<file path="config.mk">
export PLATFORM = sky130hd
export DESIGN_NAME = frequency_generator_flat
export DESIGN_NICKNAME = d
export VERILOG_FILES = /design/src/rtl/frequency_generator_pkg.sv /design/src/rtl/frequency_generator_if.sv /design/src/rtl/frequency_generator_bcd_to_bin_seq.sv /design/src/rtl/frequency_generator.sv /design/src/flat_wrapper.sv
export SDC_FILE = /design/constraint.sdc
export NUM_CORES = 1
export LEC_CHECK = 0
export BUFFER_PORTS_ARGS = -buffer_cell sky130_fd_sc_hd__buf_2
export CAP_MARGIN = 20
export CELL_PAD_IN_SITES_DETAIL_PLACEMENT = 0
export CELL_PAD_IN_SITES_GLOBAL_PLACEMENT = 1
export CORE_ASPECT_RATIO = 1.75
export CORE_MARGIN = 2
export CORE_UTILIZATION = 51
export CTS_CLUSTER_DIAMETER = 30
export DETAILED_ROUTE_END_ITERATION = 6
export HOLD_SLACK_MARGIN = 0.08
export PLACE_DENSITY_LB_ADDON = 0.1
export REMOVE_ABC_BUFFERS = 1
export SLEW_MARGIN = 40
export SYNTH_ARGS = -nofsm -noshare
export SYNTH_HDL_FRONTEND = slang
export SYNTH_SLANG_ARGS = --single-unit
</file>
<file path="constraint.sdc">
create_clock -name clk -period 12.4 [get_ports clk]
set_input_delay 2.48 -clock clk [delete_from_list [all_inputs] [get_ports clk]]
set_output_delay 2.48 -clock clk [all_outputs]
set_load 0.05 [all_outputs]
</file>
<file path="src/rtl/frequency_generator_pkg.sv">
//==============================================================================
// Module      : freq_pkg
// Description : Shared state encodings, constants and digit helper for the
//               frequency_generator stimulus source.
// Revision    : 1.0 - initial release
//==============================================================================
`default_nettype none

package freq_pkg;

    typedef enum logic [1:0] {
        RUN       = 2'd0,
        CONVERT   = 2'd1,
        ADD_UNITS = 2'd2
    } state_t;

    localparam int MAX_COUNT             = 99;
    localparam int MIN_WINDOW            = 198;
    localparam int MIN_WINDOW_PULSE      = 100;
    localparam int DEFAULT_UPDATE_PERIOD = 1200;
    localparam int VALUE_W               = $clog2(MAX_COUNT + 1);

    function automatic logic [3:0] clamp_digit(input logic [3:0] d);
        return (d > 4'd9) ? 4'd9 : d;
    endfunction

endpackage

`default_nettype wire

</file>
<file path="src/rtl/frequency_generator_if.sv">
//==============================================================================
// Module      : frequency_generator_if
// Description : Load/control and output bundle of the frequency_generator.
// Revision    : 1.0 - initial release
//==============================================================================
`default_nettype none

interface frequency_generator_if #(
    parameter int BITS = 12
);
    logic [3:0]      tens;
    logic [3:0]      units;
    logic            count_load;
    logic [BITS-1:0] period;
    logic            period_load;
    logic            signal;
    logic            window_start;
    logic            busy;

    modport master (
        output tens, units, count_load, period, period_load,
        input  signal, window_start, busy
    );

    modport slave (
        input  tens, units, count_load, period, period_load,
        output signal, window_start, busy
    );
endinterface

`default_nettype wire

</file>
<file path="src/rtl/frequency_generator_bcd_to_bin_seq.sv">
//==============================================================================
// Module      : bcd_to_bin_seq
// Description : Sequential BCD-to-binary converter (repeated add-ten), with
//               digit clamping; done pulses on the final ADD_UNITS cycle.
// Revision    : 1.0 - initial release
//==============================================================================
`default_nettype none

module bcd_to_bin_seq
    import freq_pkg::*;
(
    input  wire logic               clk,
    input  wire logic               reset,
    input  wire logic               start,
    input  wire logic [3:0]         tens,
    input  wire logic [3:0]         units,
    output logic                    done,
    output logic                    busy,
    output logic                    bad_state,
    output logic [VALUE_W-1:0]      value
);

    state_t               state_q, state_d;
    logic [3:0]           k_q, k_d;
    logic [3:0]           units_q, units_d;
    logic [VALUE_W-1:0]   value_q, value_d;
    logic [3:0]           tens_clamped;

    assign tens_clamped = clamp_digit(tens);

    always_ff @(posedge clk) begin
        if (reset) begin
            state_q <= RUN;
            k_q     <= 4'd0;
            units_q <= 4'd0;
            value_q <= '0;
        end else begin
            state_q <= state_d;
            k_q     <= k_d;
            units_q <= units_d;
            value_q <= value_d;
        end
    end

    always_comb begin
        state_d   = state_q;
        k_d       = k_q;
        units_d   = units_q;
        value_d   = value_q;
        done      = 1'b0;
        bad_state = 1'b0;
        if (start) begin
            // A zero tens digit skips straight to the units add.
            value_d = '0;
            k_d     = tens_clamped;
            units_d = clamp_digit(units);
            state_d = (tens_clamped == 4'd0) ? ADD_UNITS : CONVERT;
        end else begin
            case (state_q)
                RUN: ;
                CONVERT: begin
                    value_d = value_q + VALUE_W'(10);
                    k_d     = k_q - 4'd1;
                    if (k_q <= 4'd1) begin
                        state_d = ADD_UNITS;
                    end
                end
                ADD_UNITS: begin
                    value_d = value_q + VALUE_W'(units_q);
                    state_d = RUN;
                    done    = 1'b1;
                end
                default: begin
                    state_d   = RUN;
                    bad_state = 1'b1;
                end
            endcase
        end
    end

    assign busy  = (state_q == CONVERT) || (state_q == ADD_UNITS);
    assign value = value_q;

endmodule

`default_nettype wire

</file>
<file path="src/rtl/frequency_generator.sv">
//==============================================================================
// Module      : frequency_generator
// Description : Emits exactly N rising edges (or, with PULSE_OUT_EN defined,
//               N one-clock pulses) per window of max(update_period+1, min).
// Revision    : 1.0 - initial release
//==============================================================================
`default_nettype none

module frequency_generator
    import freq_pkg::*;
#(
    parameter int UPDATE_PERIOD = DEFAULT_UPDATE_PERIOD,
    parameter int BITS          = 12
) (
    input  wire logic       clk,
    input  wire logic       reset,
    frequency_generator_if.slave bus
);

    localparam int W_BITS = BITS + 1;
`ifdef PULSE_OUT_EN
    localparam int MIN_W  = MIN_WINDOW_PULSE;
`else
    localparam int MIN_W  = MIN_WINDOW;
`endif

    logic [BITS-1:0]    period_q, period_d;
    logic [W_BITS-1:0]  acc_q, acc_d;
    logic [W_BITS-1:0]  win_cnt_q, win_cnt_d;
    logic               signal_q, signal_d;
    logic               window_start_q, window_start_d;

    logic [W_BITS-1:0]  period_plus1;
    logic [W_BITS-1:0]  window_w;
    logic [W_BITS-1:0]  incr;
    logic [W_BITS-1:0]  sum;
    logic               fire;
    logic               start;
    logic               conv_done;
    logic               conv_busy;
    logic               conv_bad;
    logic [VALUE_W-1:0] target;

    assign start = bus.count_load | bus.period_load;

    bcd_to_bin_seq u_conv (
        .clk       (clk),
        .reset     (reset),
        .start     (start),
        .tens      (bus.tens),
        .units     (bus.units),
        .done      (conv_done),
        .busy      (conv_busy),
        .bad_state (conv_bad),
        .value     (target)
    );

    assign period_plus1 = {1'b0, period_q} + W_BITS'(1);
    assign window_w     = (period_plus1 < W_BITS'(MIN_W)) ? W_BITS'(MIN_W) : period_plus1;
`ifdef PULSE_OUT_EN
    assign incr         = W_BITS'(target);
`else
    assign incr         = W_BITS'({target, 1'b0});
`endif
    assign sum          = acc_q + incr;
    assign fire         = (sum >= window_w);

    always_ff @(posedge clk) begin
        if (reset) begin
            period_q       <= BITS'(UPDATE_PERIOD);
            acc_q          <= '0;
            win_cnt_q      <= '0;
            signal_q       <= 1'b0;
            window_start_q <= 1'b0;
        end else begin
            period_q       <= period_d;
            acc_q          <= acc_d;
            win_cnt_q      <= win_cnt_d;
            signal_q       <= signal_d;
            window_start_q <= window_start_d;
        end
    end

    always_comb begin
        period_d       = period_q;
        acc_d          = acc_q;
        win_cnt_d      = win_cnt_q;
        signal_d       = signal_q;
        window_start_d = 1'b0;
        if (bus.period_load) begin
            period_d = bus.period;
        end
        if (start) begin
            acc_d     = '0;
            win_cnt_d = '0;
            signal_d  = 1'b0;
        end else if (conv_bad) begin
            acc_d    = '0;
            signal_d = 1'b0;
        end else if (conv_done) begin
            acc_d          = '0;
            win_cnt_d      = '0;
            signal_d       = 1'b0;
            window_start_d = 1'b1;
        end else if (!conv_busy) begin
            win_cnt_d = win_cnt_q + W_BITS'(1);
            acc_d     = fire ? (sum - window_w) : sum;
`ifdef PULSE_OUT_EN
            signal_d  = fire;
`else
            if (fire) begin
                signal_d = ~signal_q;
            end
`endif
            if (win_cnt_q == window_w - W_BITS'(1)) begin
                win_cnt_d      = '0;
                acc_d          = '0;
                window_start_d = 1'b1;
`ifdef PULSE_OUT_EN
                // The N-th pulse always fires on the closing cycle; keep it.
                signal_d       = fire;
`else
                signal_d       = 1'b0;
`endif
            end
        end
    end

    assign bus.signal       = signal_q;
    assign bus.window_start = window_start_q;
    assign bus.busy         = conv_busy;

endmodule

`default_nettype wire

</file>
<file path="src/flat_wrapper.sv">
// flat-port wrapper written by rule: the top's interface ports become plain ports
module frequency_generator_flat import freq_pkg::*;
#(
    parameter int UPDATE_PERIOD = DEFAULT_UPDATE_PERIOD,
    parameter int BITS          = 12
)
  (clk, reset, bus_tens, bus_units, bus_count_load, bus_period, bus_period_load, bus_signal, bus_window_start, bus_busy);
  frequency_generator_if #(.BITS(BITS)) bus_i ();
  input  wire logic clk;
  input  wire logic reset;
  input wire logic [$bits(bus_i.tens)-1:0] bus_tens;
  input wire logic [$bits(bus_i.units)-1:0] bus_units;
  input wire logic [$bits(bus_i.count_load)-1:0] bus_count_load;
  input wire logic [$bits(bus_i.period)-1:0] bus_period;
  input wire logic [$bits(bus_i.period_load)-1:0] bus_period_load;
  output wire logic [$bits(bus_i.signal)-1:0] bus_signal;
  output wire logic [$bits(bus_i.window_start)-1:0] bus_window_start;
  output wire logic [$bits(bus_i.busy)-1:0] bus_busy;
  assign bus_i.tens = bus_tens;
  assign bus_i.units = bus_units;
  assign bus_i.count_load = bus_count_load;
  assign bus_i.period = bus_period;
  assign bus_i.period_load = bus_period_load;
  assign bus_signal = bus_i.signal;
  assign bus_window_start = bus_i.window_start;
  assign bus_busy = bus_i.busy;
  frequency_generator #(.UPDATE_PERIOD(UPDATE_PERIOD), .BITS(BITS)) u_core (.clk(clk), .reset(reset), .bus(bus_i));
endmodule
</file>
# After elaboration in Yosys (flattened, before gate mapping)
# Cells that the tools add are included.
# Widths: inputs -> output; s select.
[word_totals]
register_bits = 57
wordCells = 69
[op_classes]
n_bitwise = 4
addsub = 8
mux = 24
magnitude_cmp = 5
reduce_logical = 13
n_eq_ne = 6
[ops]
columns = ["cell", "n"]
rows = [
  ["$mux 13", 6],
  ["$mux 4", 4],
  ["$pmux 7 s2", 1],
  ["$add 12x1->13 const B", 1],
  ["$add 13x1->13 const B", 1],
  ["$add 13x8->13", 1],
  ["$eq 13x13->1", 1],
  ["$ge 13x13->1", 1],
  ["$lt 13x8->1 const B", 1],
  ["$sub 13x1->13 const B", 1],
  ["$sub 13x13->13", 1],
  ["$mux 1", 9],
  ["$gt 4x4->1 const B", 2],
  ["$add 7x4->7", 1],
  ["$add 7x4->7 const B", 1],
  ["$mux 2", 3],
  ["$reduce_and 2->1", 3],
  ["$reduce_bool 2->1", 3],
  ["$reduce_or 3->1", 2],
  ["$le 4x1->1 const B", 1],
  ["$logic_not 4->1", 1],
  ["$ne 2x1->1 const B", 2],
  ["$pmux 2 s2", 1],
  ["$reduce_or 4->1", 1],
  ["other kinds (9)", 11],
]

# Logic depth before layout (Yosys ltp)
# Gate-level depths: netlist of run 1.
[depth]
depth_word = 8
ltp_mapped = 21

# Modules after synthesis
# A second synthesis of run 1 with hierarchy kept.
[hier_totals]
hier_cells = 666
area_unflattened_um2 = 5337.6
[modules_own_cells]
columns = ["module", "cells_per_inst", "instances", "area_per_inst_um2", "seq_area_each_um2"]
rows = [
  ["frequency_generator", 541, 1, 4241.6, 800.8],
  ["bcd_to_bin_seq", 125, 1, 1096.1, 340.3],
]

# Worst setup path before layout of run 1
# OpenSTA, ideal clock, no wires.
[synth_path]
kind = "register to register"
startpoint = "register u_core.period_q[0]"
endpoint = "register u_core.win_cnt_q[0]"
t_arrival_ns = 4.534
required_time_ns = 12.266
synth_period_minus_slack_ns = 4.667
path_stages_with_launch = 20
n_path_buf = 3
path_slack_ns = 7.733
cell_sequence = "dfxtp_1 > ha_1 > buf_2 > nand2_1 > nor2_1 > xnor2_1 > o31a_1 > and2_1 > clkbuf_1 > nor2_1 > ha_1 > inv_1 > a2111oi_4 > a31oi_1 > or4b_1 > a2111oi_2 > a311oi_1 > nor4_4 > buf_4 > o22ai_1"
[synth_between]
elab_chain_cells = 8
[synth_lines]
columns = ["item", "line_no", "text"]
rows = [
  ["start: declaration", "frequency_generator.sv:27", "logic [BITS-1:0] period_q, period_d;"],
  ["start signal: assignment", "frequency_generator.sv:70", "period_q <= BITS'(UPDATE_PERIOD);"],
  ["start signal: assignment", "frequency_generator.sv:76", "period_q <= period_d;"],
  ["$add 12x1->13 *", "frequency_generator.sv:58", "assign period_plus1 = {1'b0, period_q} + W_BITS'(1);"],
  ["$lt 13x8->1", "frequency_generator.sv:59", "assign window_w = (period_plus1 < W_BITS'(MIN_W)) ? W_BITS'(MIN_W) : period_plus1;"],
  ["$mux 13 *", "frequency_generator.sv:59", ""],
  ["$sub 13x1->13 *", "frequency_generator.sv:115", "if (win_cnt_q == window_w - W_BITS'(1)) begin"],
  ["$eq 13x13->1 *", "frequency_generator.sv:115", ""],
  ["$mux 13 *", "frequency_generator.sv:115", ""],
  ["$mux 13 *", "frequency_generator.sv:105", "end else if (!conv_busy) begin"],
  ["$mux 13 *", "frequency_generator.sv:100", "end else if (conv_done) begin"],
  ["end signal: assignment", "frequency_generator.sv:78", "win_cnt_q <= win_cnt_d;"],
  ["end: declaration", "frequency_generator.sv:29", "logic [W_BITS-1:0] win_cnt_q, win_cnt_d;"],
]
# Mark *: on every way between the ends. The rest lies on a longest branch, timed or not. The select of a mux whose other input is x is not followed.
# A chain may end at the register's enable or synchronous reset.

# Final worst setup path of run 1
[layout_path]
startpoint = "register u_core.period_q[0]"
endpoint = "register u_core.acc_q[11]"
[layout_between]
elab_chain_cells = 6
[layout_lines]
columns = ["item", "line_no", "text"]
rows = [
  ["$add 12x1->13 *", "frequency_generator.sv:58", ""],
  ["$lt 13x8->1", "frequency_generator.sv:59", ""],
  ["$mux 13 *", "frequency_generator.sv:59", ""],
  ["$sub 13x1->13, or another cell as far along", "frequency_generator.sv:115", ""],
  ["$eq 13x13->1 or $mux 13 (tied branches)", "frequency_generator.sv:115, frequency_generator.sv:107", ""],
  ["$mux 13 *", "frequency_generator.sv:115", ""],
  ["end signal: assignment", "frequency_generator.sv:71", "acc_q <= '0;"],
  ["end signal: assignment", "frequency_generator.sv:77", "acc_q <= acc_d;"],
  ["end: declaration", "frequency_generator.sv:28", "logic [W_BITS-1:0] acc_q, acc_d;"],
]
# Mark *: on every way between the ends. The rest lies on a longest branch, timed or not.

==> results of run 1 <==
sequential cells by signal, summed over array words and instances, names as in the netlist:
name and cells:
u_core.bus.signal 1, u_core.u_conv.units_q 4, u_core.period_q 12, u_core.u_conv.value 7, u_core.bus.window_start 1, u_core.win_cnt_q 13, u_core.acc_q 13, u_core.u_conv.k_q 4
u_core.u_conv.state_q 2
through the flow:
step	std cells	hold slack, ns	utilization, %	worst slack, ns	power, mW
after floorplan	550	0.4292	-	7.314	0.2643
after global placement	698	0.4396	53.95	6.957	0.2892
after detailed placement	698	0.4505	53.99	6.710	0.2906
after CTS	714	0.4605	57.55	6.690	0.5628
after global routing	714	0.4887	57.55	6.103	0.5807
final	714	0.4577	57.55	6.646	0.5594
per-layer routing:
layer | wire (um) | vias up
li1 | - | 2115
met1 | 4679 | 1961
met2 | 6340 | 76
met3 | 271 | 31
met4 | 525 | 0
met5 | 0 | -
power groups by stage:
stage | sequential, mW | combinational, mW | clock [mW]
6_report | 0.198 | 0.0896 | 0.272
5_1_grt | 0.199 | 0.0992 | 0.282
4_1_cts | 0.198 | 0.0891 | 0.276
3_5_place_dp | 0.202 | 0.0887 | 0
3_3_place_gp | 0.202 | 0.0877 | 0
2_1_floorplan | 0.199 | 0.0650 | 0
placed cells by master (no fill, tap or decap), drive strengths merged, types with 16 or more instances in the layout:
cell / instances
nor2: 46
ha: 34
xor2: 24
mux2i: 21
a211oi: 19
nor3: 18
nand3: 16
xnor2: 37
inv: 31
dfxtp: 57
a21oi: 31
nand2: 53
buf: 28
cells by family after synthesis:
| kind of cell | synth area share (%) |
|---|---|
| adder cells (fa/ha/maj) | 10.30 |
| multiplexers | 4.460 |
| flip-flops | 24.21 |
| AO/OA/AOI/OAI | 21.98 |
| buffers and inverters | 5.309 |
| AND/OR/NAND/NOR | 21.45 |
| XOR/XNOR | 12.29 |
layout make-up:
cell class	count	area [um^2]	share of cell area [%]
Clock buffer	11	242.7	4.668
Clock inverter	5	78.83	1.516
Inverter	31	116.4	2.238
Multi-Input combinational cell	462	3326	63.96
Sequential cell	57	1141	21.94
Tap cell	120	150.1	2.887
Timing Repair Buffer	28	145.1	2.791
worst max-delay path: cells and delay by family (launching register included):
family	cells	cell delay [ns]
fa+ha+maj	2	0.79
compound gates	6	1.53
buf+inv	2	0.45
flops	1	0.59
simple gates	7	2.23
worst paths after layout:
kind                            slack (ns)               end  cells past startpoint                from
worst max-delay path                  6.65  u_core.acc_q[11]                     17  u_core.period_q[0]
worst max register to register        6.65  u_core.acc_q[11]                     17  u_core.period_q[0]
worst min-delay path                  0.46   u_core.acc_q[6]                      2     u_core.acc_q[6]
worst min register to register        0.46   u_core.acc_q[6]                      2     u_core.acc_q[6]
==> impl_results.md, run 1 <==
- Status: complete, no violations
- GRT Residual Overflow: 0
- Mapped cell area: about 4700 um^2
- First-pass GRT wire length: 19810 um
- CP Class: reg2reg
- Gpl congestion: ~0.91
- Max_cap viols: 0
- Synth area leader: dfxtp_1
- Placed cell area: 4878 um^2
- Met3 usage: 3.571%
- Top-area cell type share of the netlist area: around a quarter
- Synth Flop Type: dfxtp_1
- Largest net degree at the start of global routing: 25
- CTS root buffer: clkbuf_16
- Synth Register Bits: 57
- Antenna fix cells: 0
- Critical Path AT: a little under 6 ns
- DRC viols: 0
- Worst-Margin Slew: 0.7045 ns
- Setup crit end kind: flip-flop
- Worst path max stage delay: 0.59 ns
- Initial Util: between 50% and 60%
- Wire length per cell: 16.55 um
- Clock Sink Count: 57
- P_int: between 0.4 and 0.5 mW
- Most common cell in the netlist: dfxtp_1
- CTS tree: built
- Combinational fraction of design power: approximately 16%
- Synth unique cells: 65
- DP HPWL: approximately 9200 um
- GRT met1 Usage: 24.96%
- CP max-delay cell: dfxtp_1
- PwrDens: ~110 nW/um^2
- Worst hold path class: reg2reg
- Setup violations, final: 0
- Chip Height: 131.2 um
- Syn Area/Cell: around 8.1 um^2
- Htree depth: 3
- Clock power frac: 48.6%
- Setup TNS: 0 ns
- P_sw: about 0.15 mW
- I/O Buffers: 26
- Num CTS Buffers: 9
- Via count: between 4000 and 5000
- Period utilization: between 40% and 50%
- RSZ-0062 raised after global routing: no
- Post-synthesis cell count: between 500 and 600
- Filler cell count: ~900
- Commonest cells in the netlist: 57 x dfxtp_1, 53 x nand2_1, 46 x nor2_1
- Crit Path Max Fanout: 21
- Net Sw Frac: 27.35%
- DRT Pass-1 Iters: 4
- Nets: between 600 and 700
- Core area: 9036 um^2
- Max-slew violations: 0
- Req. time, crit path: roughly 13 ns
- Remaining antenna violation count: 0
- Tmin final: about 5.8 ns
- Synth top area cells: dfxtp_1 24%, ha_1 9.0%, xnor2_1 6.9%, mux2i_1 4.5%, xor2_1 4.5%
- Postcts setup bufs: 0
- DRT Wirelength: around 12000 um
- Sequential share of power: between 30% and 40%
- GRT Total Usage: roughly a quarter
- Max IR drop VDD: 100.2 uV
- Share of layout cells above drive strength 1: 9.764%
- Sequential share of the synthesized area: 24.21%
- Later-pin clock latency in the skew report: 0.33 ns
- PostCTS Resize Cnt: 0
- Clock buffer depth: 2
- Yosys Warn Count: 0
- Initial antenna violation count: 0
- Final Cell Area: between 5000 and 6000 um^2
- Hold Vio Cnt, Final: 0
- Most frequent CP cell: ha_1
- Worst slew margin: 52.72%
- Max frequency: about 170 MHz
- I/O pins: 27
- Routed vias/inst: 5.859
- Die area: 10060 um^2
- Die width: ~77 um
- Top Usage Layer GRT: met2
- Std cell rows: 46
- Vias in the first global route: approximately 4300
- Number of enable flip-flop cells after synthesis: 0
- Leak: 2.048 nW
- Worst setup SP type: flip-flop
- Area growth, synth to finish: 10.33%
- Met2 Use GR: between 40% and 50%
- Hold buffers post-CTS: 0
- Iter 0 DRT Violations: 150
- Clk pin slew, worst setup/hold paths: roughly 0.05 ns
- CP Cell Sequence: ha_1, nand3_1, nor3_1, nand4_1, o31a_1, and2_1, nor2_1, ha_1, inv_1, a2111oi_4, a31oi_1, or4b_1, a2111oi_2, a311oi_1, nor4_4, buf_4, o31ai_1
- Post-synth ARST share: 0%
- Setup Skew: 0.004784 ns
(Power assumes the default switching activity.)
==> run 2: changes to the inputs <==
CORE_UTILIZATION = 42   (was 51)
clock period = 4.65 ns   (was 12.4 ns; I/O delays follow)
==> impl_results.md, run 2 (same netlist as run 1, synthesis figures left out) <==
- GRT Total Usage: 21.16% (-3.1 points)
- Hold Vio Cnt, Final: 0 (unchanged)
- I/O Buffers: 26 (unchanged)
- CTS tree: built
- Top Registers: u_core.acc_q x13, u_core.win_cnt_q x13, u_core.period_q x12
- Area growth, synth to finish: 14.52%
- Setup Skew: 0.006241 ns (+0.001457 ns)
- Status: complete, no violations
- Req. time, crit path: 4.84 ns (-7.75 ns)
- Max_cap viols: 0 (unchanged)
- Setup violations, final: 0 (unchanged)
- Filler cell count: 1138 (+27%)
- Leak: 2.160 nW (+5.5%)
- Setup crit end kind: flip-flop
- Initial Util: 42.70% (-9.5 points)
- Remaining antenna violation count: 0 (unchanged)
- DRT Wirelength: 12170 um (+2.9%)
- Clk pin slew, worst setup/hold paths: 0.05 ns (about the same)
- Placed cell count: 734 (+5.2%)
- I/O pins: 27 (unchanged)
- Iter 0 DRT Violations: 144 (-4.0%)
- Initial antenna violation count: 0 (unchanged)
- Area occupied by multi-input gates: 3336 um^2 (+0.30%)
- CP Class: reg2reg
- Commonest non-fill, non-tap cells in the layout: 57 x dfxtp_1, 53 x nand2_1, 45 x nor2_1, 37 x xnor2_1, 34 x ha_1
- Nets: 674 (+3.7%)
- Wire length per cell: 16.24 um (-1.9%)
- Max-slew violations: 0 (unchanged)
- CTS root buffer: clkbuf_16
- Register area: 1141 um^2 (unchanged)
- Clock buffer depth: 2 (unchanged)
- Worst setup SP type: flip-flop
- Post-Layout Cell Count: 749 (+4.9%)
- Vias in the first global route: 4335 (+1.7%)
- DP HPWL: 9847 um (+7.3%)
- RSZ-0062 raised after global routing: no
- Later-pin clock latency in the skew report: 0.33 ns (about the same)
- First-pass GRT wire length: 20290 um (+2.4%)
- Hold buffers post-CTS: 0 (unchanged)
- Period utilization: 92.82% (+46 points)
- Max IR drop VDD: 181.9 uV (+82%)
- Die area: 12120 um^2 (+20%)
- Htree depth: 3 (unchanged)
- Num CTS Buffers: 9 (unchanged)
- Critical Path AT: 4.50 ns (-1.45 ns)
- Antenna fix cells: 0 (unchanged)
- Setup TNS: 0 ns (unchanged)
- Tmin final: 4.316 ns (-1.438 ns)
- Largest net degree at the start of global routing: 25 (unchanged)
- Routed vias/inst: 5.629 (-3.9%)
- Die width: 84.08 um (+9.7%)
- DRC viols: 0 (unchanged)
- Share of layout cells above drive strength 1: 13.45% (+3.7 points)
- Core area: 11040 um^2 (+22%)
- PwrDens: 274.6 nW/um^2 (+160%)
- Clock Sink Count: 57 (unchanged)
- Worst-Margin Slew: 0.7586 ns (+0.05413 ns)
- Via count: 4216 (+0.79%)
- Gpl congestion: 0.9680 (+6.0%)
- Crit Path Max Fanout: 19 (-9.5%)
- DRT Pass-1 Iters: 4 (unchanged)
- Chip Height: 144.1 um (+9.9%)
- Worst hold path class: reg2reg
- Std cell rows: 51 (+11%)
- Max frequency: 231.7 MHz (+33%)
- GRT Residual Overflow: 0 (unchanged)
- Worst slew margin: 49.42% (-3.3 points)
- Most common cell after layout, fill and taps aside: dfxtp_1
==> run 2: cell types whose count changed in the layout (fill, tap and decap cells not counted) <==
| cell | change |
|---|---|
| nand3_1 | -1 |
| nor3_1 | -1 |
| nor3_2 | +1 |
| clkinv_2 | -1 |
| clkinvlp_4 | +1 |
| buf_4 | +23 |
| buf_6 | +1 |
| nand3_2 | +1 |
| clkbuf_8 | -1 |
==> run 2: path summary, 6_finish.rpt <==
kind | start | to | slack (ns) | cells past startpoint
min reg2reg | u_core.acc_q[6] | u_core.acc_q[6] | 0.46 | 2
max reg2reg | u_core.period_q[0] | u_core.win_cnt_q[10] | 0.33 | 18
min | u_core.acc_q[6] | u_core.acc_q[6] | 0.46 | 2
max | u_core.period_q[0] | u_core.win_cnt_q[10] | 0.33 | 18
==> run 2: per-layer routing <==
metal | track usage, % | up-vias | part of all wire [%]
li1 | - | 2152 | -
met1 | 20.82 | 1961 | 38
met2 | 40.89 | 69 | 55
met3 | 3.139 | 34 | 2.1
met4 | 12.82 | 0 | 4.8
met5 | 0 | - | 0
==> run 2: power by group <==
part | switching, mW | internal, mW
registers | 0.0168 | 0.503
clock network | 0.236 | 0.465
logic | 0.150 | 0.111
==> run 2: timing repair <==
item	in CTS	in global routing
buffers inserted	0	0
gates resized for setup	0	4
endpoints found under the setup margin	0	26
==> run 2: final cells by class <==
cell class	count	area share (%)
Clock inverter	5	1.507
Multi-Input combinational cell	462	61.80
Inverter	31	2.156
Tap cell	132	3.060
Sequential cell	57	21.14
Clock buffer	10	4.242
Timing Repair Buffer	52	6.096
==> run 2: worst max-delay path, stage by stage, from the launching register on <==
cell and delay, ns:
dfxtp_1 0.36, ha_1 0.23, nand3_1 0.19, nor3_1 0.20, nand4_1 0.21, o31a_1 0.19, and2_1 0.20, nor2_2 0.16
ha_1 0.21, inv_1 0.09, a2111oi_4 0.35, buf_4 0.20, xnor2_1 0.19, a2bb2oi_1 0.12, a221o_1 0.29, nand4b_1 0.29
nor4_4 0.35, buf_6 0.23, a211oi_1 0.10
==> run 2: stage by stage <==
| step | cell area [um^2] | total power [mW] | hold slack [ns] | worst slack (ns) | utilization [%] |
|---|---|---|---|---|---|
| finish | 5398 | 1.482 | 0.4573 | 0.3338 | 48.89 |
| detailed placement | 5071 | 0.7904 | 0.4497 | 0.1694 | 45.94 |
| global route | 5398 | 1.548 | 0.4755 | 0.05919 | 48.89 |
| floorplan | 4579 | 0.7047 | 0.4292 | -0.4355 | - |
| CTS | 5381 | 1.499 | 0.4613 | 0.1382 | 48.75 |
| global placement | 5070 | 0.7877 | 0.4406 | 0.1461 | 45.93 |
==> run 3: changes to the inputs <==
CORE_UTILIZATION = 47   (was 42)
clock period = 4 ns   (was 4.65 ns; I/O delays follow)
==> impl_results.md, run 3 (same netlist as run 1, synthesis figures left out) <==
- Tmin final: 4.003 ns (-0.3128 ns)
- Num CTS Buffers: 9 (unchanged)
- Vias in the first global route: 4448 (+2.6%)
- Hold buffers post-CTS: 0 (unchanged)
- Leak: 2.448 nW (+13%)
- Routed vias/inst: 5.756 (+2.3%)
- Hold path start: u_core.acc_q[4]
- Initial antenna violation count: 0 (unchanged)
- DRT Pass-1 Iters: 5 (+1)
- Std cell rows: 48 (-5.9%)
- Reg2reg start: u_core.period_q[5]
- Net Sw Frac: 28.85% (+1.6 points)
- Status: finished with violations
- Pre-CTS setup slack: -0.1753 ns (-0.3447 ns)
- Top Registers: u_core.acc_q x13, u_core.win_cnt_q x13, u_core.period_q x12
- Area occupied by multi-input gates: 3592 um^2 (+7.7%)
- P_int: 1.255 mW (+16%)
- Iter 0 DRT Violations: 182 (+26%)
- CTS root buffer: clkbuf_16
- Remaining antenna violation count: 0 (unchanged)
- CP Class: reg2reg
- Combinational fraction of design power: 21.1% (+3.5 points)
- DP HPWL: 9966 um (+1.2%)
- P_sw: 0.5089 mW (+26%)
- Die area: 10880 um^2 (-10%)
- Setup TNS: -0.003468 ns (-0.003468 ns)
- Post-Layout Cell Count: 788 (+5.2%)
- Critical Path AT: 4.24 ns (-0.26 ns)
- Placed cell count: 760 (+3.5%)
- Final Cell Area: 6085 um^2 (+13%)
- Gpl congestion: 0.9414 (-2.7%)
- Hold Vio Cnt, Final: 0 (unchanged)
- Htree depth: 3 (unchanged)
- Filler cell count: 898 (-21%)
- GRT Residual Overflow: 0 (unchanged)
- Largest net degree at the start of global routing: 24 (-4.0%)
- Max_cap viols: 0 (unchanged)
- Commonest non-fill, non-tap cells in the layout: 60 x buf_4, 51 x dfxtp_1, 48 x nand2_1, 43 x nor2_1, 36 x xnor2_1
- Setup violations, final: 1 (+1)
- RSZ-0062 raised after global routing: yes
- DRT Wirelength: 13360 um (+9.8%)
- Worst-Margin Slew: 0.6481 ns (-0.1105 ns)
- Nets: 719 (+6.7%)
- Share of layout cells above drive strength 1: 26.24% (+13 points)
- PwrDens: 289.9 nW/um^2 (+5.6%)
- Clk pin slew, worst setup/hold paths: 0.05 ns (about the same)
- Violated checks: setup timing
- CP Launch Point: u_core.period_q[5]
- Worst setup SP type: flip-flop
- Most common cell after layout, fill and taps aside: buf_4
- Setup crit end kind: flip-flop
- CTS tree: built
- Die width: 79.70 um (-5.2%)
- Worst hold path class: reg2reg
- Period utilization: 100.1% (+7.3 points)
- Placed cell area: 5334 um^2 (+5.2%)
- I/O pins: 27 (unchanged)
- Setup Skew: 0.006355 ns (+0.0001142 ns)
- Wire length per cell: 16.95 um (+4.4%)
- Clock buffer depth: 2 (unchanged)
- Crit Path Max Fanout: 5 (-14)
- Chip Height: 136.5 um (-5.3%)
- Clock power frac: 44.6% (-2.7 points)
- Max IR drop VDD: 257.4 uV (+41%)
- Via count: 4536 (+7.6%)
- Final WS setup: -0.003468 ns (-0.3372 ns)
- Initial Util: 48.15% (+5.5 points)
- Hold_ws: 0.4634 ns (+0.006173 ns)
- Antenna fix cells: 0 (unchanged)
- Core area: 9789 um^2 (-11%)
- Max-slew violations: 0 (unchanged)
- DRC viols: 0 (unchanged)
- Register area: 1151 um^2 (+0.88%)
- Clock Sink Count: 57 (unchanged)
- Sequential share of power: 34.3% (-0.8 points)
- First-pass GRT wire length: 20970 um (+3.3%)
- GRT Total Usage: 24.83% (+3.7 points)
- Req. time, crit path: 4.24 ns (-0.60 ns)
- I/O Buffers: 26 (unchanged)
- Later-pin clock latency in the skew report: 0.34 ns (about the same)
- Area growth, synth to finish: 29.09%
- Worst slew margin: 56.46% (+7.0 points)
- Max frequency: 249.8 MHz (+7.8%)
## run 3: changes by cell type in the layout (fill, tap and decap cells not counted), sizes merged
cell,before,now
clkinv,2,1
clkbuf,10,13
buf,52,94
bufinv,2,1
clkinvlp,1,3
inv,31,32
## run 3: final timing paths
| kind | end | slack (ns) | cells after the start |
|---|---|---|---|
| hold / removal | u_core.acc_q[4] | 0.46 | 2 |
| hold reg to reg | u_core.acc_q[4] | 0.46 | 2 |
| setup / recovery | u_core.acc_q[9] | -0.003 | 18 |
| setup reg to reg | u_core.acc_q[9] | -0.003 | 18 |
## run 3: power by group through the flow
stage	clock network, mW	registers, mW	logic (mW)
after floorplan	0	0.618	0.202
after global placement	0	0.613	0.325
after detailed placement	0	0.614	0.329
after CTS	0.802	0.603	0.342
after global routing	0.821	0.607	0.408
final	0.787	0.605	0.372
## run 3: what timing repair did
item	in CTS	in global routing
buffers inserted	1	9
pin swaps	8	21
endpoints found under the setup margin	28	28
cloned	0	3
resized for setup	22	45
## run 3: per-stage QoR
stage               power (mW)  util (%)
global placement        0.9378     54.49
CTS                      1.747     58.72
detailed placement      0.9432     54.49
floorplan               0.8192         -
global route             1.836     62.15
finish                   1.764     62.15
## run 3: layout make-up
| cell class | instances | share of cell area, % |
|---|---|---|
| Multi-Input combinational cell | 462 | 59.04 |
| Sequential cell | 57 | 18.92 |
| Timing Repair Buffer | 97 | 12.54 |
| Clock buffer | 10 | 3.928 |
| Tap cell | 125 | 2.570 |
| Inverter | 31 | 1.912 |
| Clock inverter | 6 | 1.090 |
## run 3: routing by layer
metal  track usage, %  vias to the layer above  share of wire [%]
met1            24.32                     2172                 36
li1                 -                     2244                  -
met2            48.97                       88                 57
met3            4.050                       32                2.8
met4            11.21                        0                3.8
met5                0                        -                  0
## run 3: critical path, stage by stage, from the launching register on
cell and delay, ns:
dfxtp_4 0.36, buf_6 0.13, or3_4 0.36, a21oi_2 0.14, a2bb2oi_2 0.17, o31a_1 0.20, and2_4 0.19, nor2_4 0.04
buf_6 0.12, ha_4 0.24, nand2b_4 0.08, a21oi_4 0.06, o31a_1 0.33, o2111ai_2 0.28, a31oi_2 0.15, a311o_2 0.50
clkbuf_16 0.20, mux2i_1 0.12, o31ai_1 0.24
